File: src/rtl/mips_selftest_ctrl.sv
// Self-test sequencer for the single-cycle MIPS core: reset it, run it for a
// bounded number of cycles, then compare a table of registers against expected values.
`timescale 1ns/1ps

module mips_selftest_ctrl #(
  parameter int DATA_W       = 32,
  parameter int ADDR_W       = 5,
  parameter int NUM_CHECKS   = 9,
  parameter int IDX_W        = 4,
  parameter int RESET_CYCLES = 2,
  parameter int CNT_W        = 16
) (
  input  logic              clk,
  input  logic              rst,
  input  logic              start,
  input  logic [CNT_W-1:0]  run_len,
  input  logic              halt,
  input  logic              cfg_we,
  input  logic [IDX_W-1:0]  cfg_idx,
  input  logic [ADDR_W-1:0] cfg_addr,
  input  logic [DATA_W-1:0] cfg_data,
  input  logic [DATA_W-1:0] cfg_mask,
  output logic              cpu_rst,
  output logic              cpu_en,
  output logic [ADDR_W-1:0] dbg_raddr,
  input  logic [DATA_W-1:0] dbg_rdata,
  output logic              busy,
  output logic              done,
  output logic              pass,
  output logic [IDX_W:0]    err_count,
  output logic [IDX_W-1:0]  first_fail_idx,
  output logic [DATA_W-1:0] first_fail_data,
  output logic [CNT_W-1:0]  cycles_run
);

  localparam logic [2:0] S_IDLE  = 3'd0;
  localparam logic [2:0] S_RESET = 3'd1;
  localparam logic [2:0] S_RUN   = 3'd2;
  localparam logic [2:0] S_CHECK = 3'd3;
  localparam logic [2:0] S_DONE  = 3'd4;

  localparam int               RC_W         = (RESET_CYCLES > 1) ? $clog2(RESET_CYCLES) : 1;
  localparam logic [RC_W-1:0]  RC_LAST      = RC_W'(RESET_CYCLES - 1);
  localparam logic [IDX_W-1:0] IDX_LAST     = IDX_W'(NUM_CHECKS - 1);
  localparam logic [IDX_W:0]   NUM_CHECKS_X = (IDX_W + 1)'(NUM_CHECKS);
  localparam logic [IDX_W:0]   ERR_MAX      = '1;
  localparam logic [IDX_W:0]   ERR_ONE      = (IDX_W + 1)'(1);
  localparam logic [CNT_W-1:0] CNT_ONE      = CNT_W'(1);

  logic [2:0]        state_q, state_d;
  logic [RC_W-1:0]   rst_cnt_q, rst_cnt_d;
  logic [CNT_W-1:0]  run_len_q, run_len_d;
  logic [CNT_W-1:0]  cycles_run_q, cycles_run_d;
  logic [IDX_W-1:0]  chk_idx_q, chk_idx_d;
  logic [IDX_W:0]    err_count_q, err_count_d;
  logic [IDX_W-1:0]  first_fail_idx_q, first_fail_idx_d;
  logic [DATA_W-1:0] first_fail_data_q, first_fail_data_d;

  logic [ADDR_W-1:0]   tbl_addr_q [NUM_CHECKS];
  logic [DATA_W-1:0]   tbl_data_q [NUM_CHECKS];
  logic [DATA_W-1:0]   tbl_mask_q [NUM_CHECKS];
  logic [NUM_CHECKS-1:0] tbl_valid_q, tbl_valid_d;

  logic tbl_we;
  logic cur_valid;
  logic mismatch;

  assign busy   = (state_q == S_RESET) || (state_q == S_RUN) || (state_q == S_CHECK);
  assign tbl_we = cfg_we && !busy && ({1'b0, cfg_idx} < NUM_CHECKS_X);

  // Unwritten entries carry X payloads; the valid bit turns them into mask-0 entries.
  assign cur_valid = tbl_valid_q[chk_idx_q];
  assign mismatch  = cur_valid && ((dbg_rdata ^ tbl_data_q[chk_idx_q]) & tbl_mask_q[chk_idx_q]) != '0;
  assign dbg_raddr = (state_q == S_CHECK && cur_valid) ? tbl_addr_q[chk_idx_q] : '0;

  always_comb begin
    // NOTE: every variable gets its hold value first, so no path leaves it unassigned and no latch is inferred.
    tbl_valid_d = tbl_valid_q;
    if (tbl_we) tbl_valid_d[cfg_idx] = 1'b1;
  end

  always_comb begin
    state_d           = state_q;
    rst_cnt_d         = rst_cnt_q;
    run_len_d         = run_len_q;
    cycles_run_d      = cycles_run_q;
    chk_idx_d         = chk_idx_q;
    err_count_d       = err_count_q;
    first_fail_idx_d  = first_fail_idx_q;
    first_fail_data_d = first_fail_data_q;

    case (state_q)
      S_IDLE, S_DONE: begin
        if (start) begin
          state_d           = S_RESET;
          rst_cnt_d         = '0;
          run_len_d         = (run_len == '0) ? CNT_ONE : run_len;
          cycles_run_d      = '0;
          chk_idx_d         = '0;
          err_count_d       = '0;
          first_fail_idx_d  = '0;
          first_fail_data_d = '0;
        end
      end
      S_RESET: begin
        if (rst_cnt_q == RC_LAST) state_d = S_RUN;
        else                      rst_cnt_d = rst_cnt_q + RC_W'(1);
      end
      S_RUN: begin
        // The exit cycle itself is counted, hence comparing the incremented value.
        cycles_run_d = cycles_run_q + CNT_ONE;
        if (cycles_run_d == run_len_q || halt) begin
          state_d   = S_CHECK;
          chk_idx_d = '0;
        end
      end
      S_CHECK: begin
        if (mismatch) begin
          if (err_count_q == '0) begin
            first_fail_idx_d  = chk_idx_q;
            first_fail_data_d = dbg_rdata;
          end
          if (err_count_q != ERR_MAX) err_count_d = err_count_q + ERR_ONE;
        end
        if (chk_idx_q == IDX_LAST) state_d = S_DONE;
        else                       chk_idx_d = chk_idx_q + IDX_W'(1);
      end
      default: state_d = S_IDLE;
    endcase
  end

  // NOTE: sequential state uses non-blocking assignments so every flop samples pre-edge values.
  always_ff @(posedge clk or posedge rst) begin
    if (rst) begin
      state_q           <= S_IDLE;
      rst_cnt_q         <= '0;
      run_len_q         <= '0;
      cycles_run_q      <= '0;
      chk_idx_q         <= '0;
      err_count_q       <= '0;
      first_fail_idx_q  <= '0;
      first_fail_data_q <= '0;
      tbl_valid_q       <= '0;
    end else begin
      state_q           <= state_d;
      rst_cnt_q         <= rst_cnt_d;
      run_len_q         <= run_len_d;
      cycles_run_q      <= cycles_run_d;
      chk_idx_q         <= chk_idx_d;
      err_count_q       <= err_count_d;
      first_fail_idx_q  <= first_fail_idx_d;
      first_fail_data_q <= first_fail_data_d;
      tbl_valid_q       <= tbl_valid_d;
    end
  end

  // NOTE: table payload is plain storage with no reset; validity is tracked by tbl_valid_q.
  always_ff @(posedge clk) begin
    if (tbl_we) begin
      tbl_addr_q[cfg_idx] <= cfg_addr;
      tbl_data_q[cfg_idx] <= cfg_data;
      tbl_mask_q[cfg_idx] <= cfg_mask;
    end
  end

  assign cpu_rst         = (state_q == S_IDLE) || (state_q == S_RESET);
  assign cpu_en          = (state_q == S_RUN);
  assign done            = (state_q == S_DONE);
  assign pass            = done && (err_count_q == '0);
  assign err_count       = err_count_q;
  assign first_fail_idx  = first_fail_idx_q;
  assign first_fail_data = first_fail_data_q;
  assign cycles_run      = cycles_run_q;

endmodule

File: config.mk
export PLATFORM = sky130hd
export DESIGN_NAME = mips_selftest_ctrl
export DESIGN_NICKNAME = d
export VERILOG_FILES = /design/src/rtl/mips_selftest_ctrl.sv
export SDC_FILE = /design/constraint.sdc
export NUM_CORES = 1
export LEC_CHECK = 0
export BUFFER_PORTS_ARGS = -buffer_cell sky130_fd_sc_hd__buf_2
export CORE_ASPECT_RATIO = 1.4
export CORE_MARGIN = 2
export CORE_UTILIZATION = 45
export CTS_BUF_LIST = sky130_fd_sc_hd__clkbuf_2
export DETAILED_ROUTE_END_ITERATION = 12
export PLACE_DENSITY = 0.73
export SLEW_MARGIN = 15
export SYNTH_ARGS = -nofsm -noshare
export SYNTH_HDL_FRONTEND = slang
export SYNTH_SLANG_ARGS = --single-unit
File: constraint.sdc
create_clock -name clk -period 27.1 [get_ports clk]
set_input_delay 5.42 -clock clk [delete_from_list [all_inputs] [get_ports clk]]
set_output_delay 5.42 -clock clk [all_outputs]
set_load 0.005 [all_outputs]
Word-level counts from Yosys, hierarchy flattened

Memory sizes are Yosys's and may differ from the RTL's.
Index checks and enable logic that the tools add are counted.

Add/subtract/negate cells: 4
$mul: 0
Divide/modulo/power cells: 0
Magnitude comparators: 4
Equal/unequal tests: 15
Shifts and indexed selects: 0
Mux-type cells: 33
Bitwise operators: 3
Reductions and logical operators: 27

Operators with widths:

| cell                    | count |
|---|---|
| $mux W32                | 3 |
| $pmux W32 S2            | 1 |
| $and A32 B32 Y32        | 1 |
| $mux W16                | 2 |
| $pmux W16 S2            | 1 |
| $reduce_bool A32 Y1     | 1 |
| $xor A32 B32 Y32        | 1 |
| $mux W4                 | 5 |
| $mux W5                 | 4 |
| $add A16 B1 Y16 const B | 1 |
| $eq A16 B16 Y1          | 1 |
| $logic_not A16 Y1       | 1 |
| $reduce_and A4 Y1       | 4 |
| $mux W3                 | 4 |
| $pmux W3 S4             | 1 |
| $pmux W4 S3             | 1 |
| $lt A4 B5 Y1 const B    | 2 |
| $pmux W5 S2             | 1 |
| $or A9 B9 Y9            | 1 |
| $ne A2 B1 Y1 const B    | 4 |
| $ne A2 B2 Y1 const B    | 4 |
| $pmux W4 S2             | 1 |
| $eq A3 B2 Y1 const B    | 2 |
| $logic_and A1 B1 Y1     | 6 |
| 21 further kinds        | 33 |

Register bits after elaboration: 90
Latch bits: 0
RAM bits: 621
ROM bits: 0
Input port bits: 126
Output and inout port bits: 67
Logic and storage cells: 98
Memories kept: 3

Memory list:

| memory     | depth | width | rd ports | clocked after memory_dff | write ports | RTL line | source |
|---|---|---|---|---|---|---|---|
| tbl_data_q | 9     | 32    | 1        | 0                        | 1           | 60       | `logic [DATA_W-1:0] tbl_data_q [NUM_CHECKS];` |
| tbl_mask_q | 9     | 32    | 1        | 0                        | 1           | 61       | `logic [DATA_W-1:0] tbl_mask_q [NUM_CHECKS];` |
| tbl_addr_q | 9     | 5     | 1        | 0                        | 1           | 59       | `logic [ADDR_W-1:0] tbl_addr_q [NUM_CHECKS];` |

Logic depth before layout (Yosys ltp)

Gate-level depths: netlist of the first run.

Word-level depth: 8
Gate-level depth with buffers: 14

Worst setup path after synthesis of the first run

No wires, ideal clock.

Kind: input port to flip-flop
Start: in cfg_idx[0]
End: reg tbl_valid_q[8]
Setup time: 0.110 ns
Arrival time: 13.826 ns
Setup slack: 13.164 ns
Stages: 3
Cell sequence: or3b_2 > nor4b_1 > or2_2

Word-level cells in the longest chain between the ends: 5
Elaborated cells on any way between the ends: 8
Classes of those cells: 3 x order compare; 2 x mux; 1 x bitwise; 2 x reduce/logical

RTL lines:

| item                                                                      | RTL line | source |
|---|---|---|
| start, declared                                                           | 19       | `input logic [IDX_W-1:0] cfg_idx,` |
| $lt A4 B5 Y1 (not written as such) / $ge A4 B1 Y1 (equally long branches) | 79       | `if (tbl_we) tbl_valid_d[cfg_idx] = 1'b1;` |
| $logic_and A1 B1 Y1 (not written as such)                                 | 79       |  |
| $mux W1 (not written as such)                                             | 79       |  |
| $demux W1 S4                                                              | 79       |  |
| $or A9 B9 Y9 (no source line)                                             | n/a      |  |
| end signal, assigned                                                      | 153      | `tbl_valid_q <= tbl_valid_d;` |
| end, declared                                                             | 62       | `logic [NUM_CHECKS-1:0] tbl_valid_q, tbl_valid_d;` |

Parallel ways exist; a longest one is shown, timed or not.
A chain may end at the register's enable or synchronous reset.

Worst setup path in the final report of the first run

Start: reg chk_idx_q[0]
End: out dbg_raddr[2]

Word-level cells in the longest chain between the ends: 4
Elaborated cells on any way between the ends: 5
Classes of those cells: 3 x mux; 1 x reduce/logical; 1 x memory

RTL lines:

| item                          | RTL line | source |
|---|---|---|
| start, declared               | 54       | `logic [IDX_W-1:0] chk_idx_q, chk_idx_d;` |
| start signal, assigned        | 149      | `chk_idx_q <= chk_idx_d;` |
| $bmux W1 S4                   | 72       | `assign cur_valid = tbl_valid_q[chk_idx_q];` |
| $mux W1 (not written as such) | 72       |  |
| $logic_and A1 B1 Y1           | 74       | `assign dbg_raddr = (state_q == S_CHECK && cur_valid) ? tbl_addr_q[chk_idx_q] : '0;` |
| $mux W5 *                     | 74       |  |
| end, declared                 | 25       | `output logic [ADDR_W-1:0] dbg_raddr,` |

Every way passes the cells marked *; elsewhere a longest branch is shown, timed or not. The select of a mux whose other input is x is not followed.

==> metrics, run 1 <==
status=complete, no violations; post-synthesis register bit count=711; worst skew pair latency=1.19 ns; antenna violations before repair=11; IO Count=193; layout cells sized above 1=27.40%; RSZ-0062 raised after global routing=false; TritonRoute pass-1 iters=5; delay of the slowest critical-path stage=0.62 ns; final slew viol count=0; WHS=0.4735 ns; hold_buf cts=0; main combinational cell family by area after synthesis=XOR/XNOR gates; Worst Skew=0.09683 ns; Design Power=0.002553 W; post-synthesis simple-gate area fraction=5.508%; Hold WC Path Type=flop to flop; Cell Pwr Density=79.80 nW/um^2; achievable frequency=106.0 MHz; Setup Buffers After CTS=0; routed vias/inst=5.580; number of gates resized after cts=0; vias in the first global route=17141; Yosys warnings=0; Placed Cells=2692; commonest non-fill, non-tap cell in the layout=edfxtp_1; clock root buffer master=clkbuf_2; full die area=66080 sq um; final hold vios=0; Port-buffer cells=192; most frequent cells in the layout=621 x edfxtp_1, 251 x clkbuf_2, 192 x buf_2; Total Routed Length=68.35 mm; Routed WL per cell=22.92 um; mux cell area share after synthesis=5.838%; # H-tree levels=4; Post-Place Cell Area=30550 sq um; Slew HR=19.77%; Clock Sinks=711; CP max FO=39; Final period util=34.83%; Placer Congestion=0.8851; chip width=217.8 um; ys flop type=edfxtp_1; area grow syn2layout=11.08%; Critical Path Sink Type=output port; Seq/Total Area, Yosys=72.56%; # rows=109; CP Cell Sequence=buf_4 > or2_1 > a2bb2oi_1 > o21ai_1 > nand2_1 > nor2_1 > buf_2; leakage power=11.66 nW; critical path's slowest cell=dfrtp_4; Slew @ Worst Pin=1.203 ns; final setup fails=0; ys async rst share=12.66%; Post-Synth Adder-Cell Area=0.2606%; Net Count, Synth=1868; DIE HEIGHT=303.4 um; hpwl dp=42.97 mm; post-layout min period=9.438 ns; Initial Util=45.52%; Detail Route Antenna Nets=0; WS Path Type=flop to output port; setup TNS=0 ns; maxcap violations=0; Top delay family on crit path=simple AND/OR/NAND/NOR gates; Worst-path clk slew=0.10 ns; post-route insts no fill=2982; GRT overflow=0; Post-Syn Area per Cell=16.59 sq um; Post-synth EDFFs=621; maximum clock path buffer count=3; CP bufs+invs=2; post-synth cell types=76; global-route wire length before repair=102.0 mm; CTS tree=done; # DRC=0; Peak supply drop=46.30 uV; vias=16640; CP startpoint kind=flop; Core ar.=63280 sq um; nets=2153; Critical Path AT=4.02 ns; final instance area=31990 sq um; post-synth design cell area=28800 sq um; Synth Instances=1736; post-synthesis xor/xnor area fraction=7.328%; Total GRT Usage=20.70%; Synth Area in Compound Gates=6.451%; Worst EP required=21.68 ns; number of DRC markers in iteration 0=1458; largest net degree at the start of global routing=125; TritonCTS buffer count=159
## per-stage QoR
step	util, %	worst slack [ns]
after floorplan	-	13.16
after global placement	48.27	18.22
after detailed placement	48.27	18.19
after CTS	50.54	17.44
after global routing	50.56	17.40
final	50.56	17.66
## state kept, by name, indices dropped and copies added (netlist names)
register,count
chk_idx_q,4
cycles_run,16
err_count,5
first_fail_data,32
first_fail_idx,4
rst_cnt_q,1
run_len_q,16
state_q,3
tbl_addr_q,45
tbl_data_q,288
tbl_mask_q,288
tbl_valid_q,9
## cells in the mapped netlist (9+ instances only)
library cell | instances | area (sq um)
nand4_1 | 10 | 62.56
nor3_1 | 15 | 75.07
a31o_1 | 27 | 236.5
nand3_1 | 37 | 185.2
xnor2_1 | 51 | 446.7
nor4_1 | 12 | 75.07
nand2_1 | 72 | 270.3
mux2_2 | 24 | 270.3
a21oi_1 | 34 | 170.2
dfrtp_1 | 90 | 2252
or2_2 | 9 | 56.30
nand2b_1 | 13 | 81.33
edfxtp_1 | 621 | 18650
and3_1 | 51 | 319.1
xor2_1 | 190 | 1664
mux4_2 | 40 | 900.9
inv_1 | 16 | 60.06
a22oi_1 | 17 | 127.6
mux2i_1 | 51 | 510.5
nor2_1 | 44 | 165.2
buf_2 | 28 | 140.1
a221oi_1 | 33 | 289.0
a31oi_1 | 11 | 68.82
buf_6 | 16 | 180.2
o21ai_0 | 48 | 240.2
clkbuf_1 | 39 | 146.4
## area by class of cell
class	instances	area, sq um
Clock buffer	251	1256
Clock inverter	35	175.2
Tap cell	832	1041
Antenna cell	4	10.01
Inverter	17	65.06
Timing Repair Buffer	217	1161
Sequential cell	711	20910
Multi-Input combinational cell	915	7378
Fill cell	5272	31290
## path summary, 6_finish.rpt
kind                                     end  slack (ns)  depth (start not counted)      startpoint
max                             dbg_raddr[2]       17.66                          7    chk_idx_q[0]
min                           tbl_valid_q[1]        0.47                          1  tbl_valid_q[1]
max reg2reg                first_fail_idx[2]       21.46                         11    chk_idx_q[1]
min reg2reg                   tbl_valid_q[1]        0.47                          1  tbl_valid_q[1]
max in group asynchronous       chk_idx_q[1]       21.55                          3             rst
min in group asynchronous       run_len_q[0]        4.11                          2             rst
## layer usage
metal	vias up	global-route usage, %	wire (um)	share of wire [%]
met5	-	0	78	0.11
met4	12	8.082	1773	2.6
met3	119	4.648	4678	6.8
met2	655	35.37	34420	50
met1	8465	25.72	27400	40
li1	7389	-	-	-
## cells by family (layout without fill, tap and decap cells)
group / Yosys count / count (layout)
flip-flops: 711 / 711
AND/OR/NAND/NOR: 298 / 298
adder cells (fa/ha/maj): 6 / 6
other: 0 / 4
multiplexers: 115 / 115
buffers and inverters: 110 / 520
AO/OA/AOI/OAI: 255 / 255
XOR/XNOR: 241 / 241
## report_power, final
group	leakage (nW)	switching [W]	total, W	internal [W]
sequential	6.74	0.0000574	0.00130	0.00125
combinational	3.77	0.000346	0.000596	0.000251
clock	1.15	0.000400	0.000653	0.000254
Note: power is estimated with default switching activity, not from simulation.
==> run 2: changes to the inputs <==
- PLACE_DENSITY: 0.73 -> 0.76
- clock period: 27.1 -> 7.7 ns (I/O delays scaled with it)
==> run 2 against run 1 <==
Worst hold slack worse by 0.15 ns. Setup slack worse by 16 ns. Via count up 2.1%. Register-to-register slack worse by 18 ns. First-iteration DRC count up 24%. Utilization up 0.067 points. Wire length up 3.7%. Largest cell class unchanged.
==> metrics, run 2 (synthesis results as in run 1) <==
final instance area=32040 sq um (was 31990 sq um); IO Count=193 (unchanged); TritonRoute pass-1 iters=8 (was 5); Final period util=75.87%; Initial Util=45.52% (unchanged); full die area=66080 sq um (unchanged); number of gates resized after cts=0 (unchanged); post-layout min period=5.842 ns; largest net degree at the start of global routing=84 (was 125); hold_buf cts=0 (unchanged); Worst-path clk slew=0.11 ns (was 0.10 ns); Slew HR=18.02% (was 19.77%); worst flop-to-flop path startpoint=chk_idx_q[1] (unchanged); fillers=5218 (was 5272); Detail Route Antenna Nets=0 (unchanged); Worst EP required=6.16 ns (was 21.68 ns); pre-CTS WS=2.935 ns (was 18.19 ns); Worst Skew=0.06800 ns (was 0.09683 ns); # rows=109 (unchanged); antenna violations before repair=18 (was 11); final hold vios=0 (unchanged); Total GRT Usage=21.31% (was 20.70%); Routed WL per cell=23.84 um (was 22.92 um); achievable frequency=171.2 MHz; number of DRC markers in iteration 0=1811 (was 1458); Total Routed Length=70.86 mm (was 68.35 mm); # H-tree levels=4 (unchanged); area grow syn2layout=11.22% (was 11.08%); final setup fails=0 (unchanged); worst skew pair latency=1.18 ns (was 1.19 ns); Clock Sinks=711 (unchanged); Peak supply drop=170.1 uV (was 46.30 uV); chip width=217.8 um (unchanged); TritonCTS buffer count=160 (was 159); reg2reg end=first_fail_idx[2] (unchanged); nets=2153 (unchanged); Core ar.=63280 sq um (unchanged); maxcap violations=0 (unchanged); Slew @ Worst Pin=1.199 ns (was 1.203 ns); GRT overflow=0 (unchanged); routed vias/inst=5.717 (was 5.580); Critical Path AT=4.30 ns (was 4.02 ns); most frequent cells in the layout=621 x edfxtp_1, 233 x clkbuf_2, 192 x buf_2 (was 621 x edfxtp_1, 251 x clkbuf_2, 192 x buf_2); CP max FO=43 (was 39); WS Path Type=flop to output port (unchanged); Cell Pwr Density=283.5 nW/um^2 (was 79.80 nW/um^2); RSZ-0062 raised after global routing=false (unchanged); status=complete, no violations (unchanged); clock root buffer master=clkbuf_2 (unchanged); hpwl dp=44.13 mm (was 42.97 mm); Hold WC Path Type=primary input to async pin (was flop to flop); Setup Buffers After CTS=0 (unchanged); maximum clock path buffer count=3 (unchanged); layout cells sized above 1=26.71% (was 27.40%); R2R cell count=11 (unchanged); R2R Setup Slk=3.02 ns (was 21.46 ns); Critical Path Sink Type=output port (unchanged); global-route wire length before repair=104.7 mm (was 102.0 mm); commonest non-fill, non-tap cell in the layout=edfxtp_1 (unchanged); setup TNS=0 ns (unchanged); Post-Place Cell Area=30570 sq um (was 30550 sq um); Placer Congestion=0.8854 (was 0.8851); # DRC=0 (unchanged); vias=16992 (was 16640); final slew viol count=0 (unchanged); leakage power=11.62 nW (was 11.66 nW); Port-buffer cells=192 (unchanged); CTS tree=done (unchanged); vias in the first global route=17336 (was 17141); CP startpoint kind=flop (unchanged); fin worst setup slack=1.858 ns (was 17.66 ns); largest registers=tbl_data_q: 288 flops, tbl_mask_q: 288 flops, tbl_addr_q: 45 flops (unchanged); DIE HEIGHT=303.4 um (unchanged)
-- run 2: changes by cell type in the layout (fill, tap and decap cells not counted), sizes merged --
| cell | before | now |
|---|---|---|
| clkinvlp | 1 | 2 |
| clkinv | 25 | 36 |
| buf | 217 | 216 |
| inv | 25 | 21 |
| diode | 4 | 2 |
| clkbuf | 251 | 233 |
| bufinv | 1 | 4 |
-- run 2: cell type report --
type	count	area, sq um	area share (%)
Sequential cell	711	20910	65.26
Clock buffer	233	1166	3.640
Tap cell	832	1041	3.249
Inverter	17	65.06	0.2031
Multi-Input combinational cell	915	7403	23.11
Clock inverter	46	295.3	0.9217
Timing Repair Buffer	216	1154	3.601
Antenna cell	2	5.005	0.01562
-- run 2: worst max path at each step --
stage                   from                end  slack (ns)
6_report        chk_idx_q[0]       dbg_raddr[4]        1.86
5_1_grt         chk_idx_q[0]       dbg_raddr[4]        1.51
4_1_cts         chk_idx_q[0]       dbg_raddr[4]        1.63
3_5_place_dp   dbg_rdata[27]  first_fail_idx[1]        2.94
3_3_place_gp    chk_idx_q[0]       dbg_raddr[4]        3.05
2_1_floorplan     cfg_idx[0]     tbl_valid_q[4]        0.19
-- run 2: power breakdown --
| group | internal, W | leakage (nW) | switching, W |
|---|---|---|---|
| sequential | 0.00438 | 6.74 | 0.000268 |
| clock | 0.000942 | 1.12 | 0.00142 |
| combinational | 0.000881 | 3.76 | 0.00119 |
| total | 0.00621 | 11.6 | 0.00287 |
-- run 2: worst max-delay path, stage by stage, from the launching register on --
cell and delay (ns):
dfrtp_4 0.91, buf_4 0.71, mux4_2 0.59, a2bb2oi_1 0.18
o21ai_1 0.20, nand2_1 0.30, nor2_1 0.08, buf_2 0.13
-- run 2: routing by layer --
layer	routed length (um)	up-vias	GRT usage, %
li1	-	7377	-
met1	26720	8547	26.18
met2	35560	887	36.09
met3	6935	155	6.157
met4	1486	26	7.532
met5	164	-	0
-- run 2: metrics by stage --
stage	cells	hold WS [ns]	utilization [%]	power (W)
final	2972	0.3281	50.63	0.009081
after global routing	2972	0.2566	50.63	0.009502
after CTS	2970	0.2003	50.61	0.009138
after detailed placement	2691	0.4550	48.30	0.006789
after global placement	2691	0.4478	48.30	0.006733
after floorplan	1736	0.4337	-	0.006094
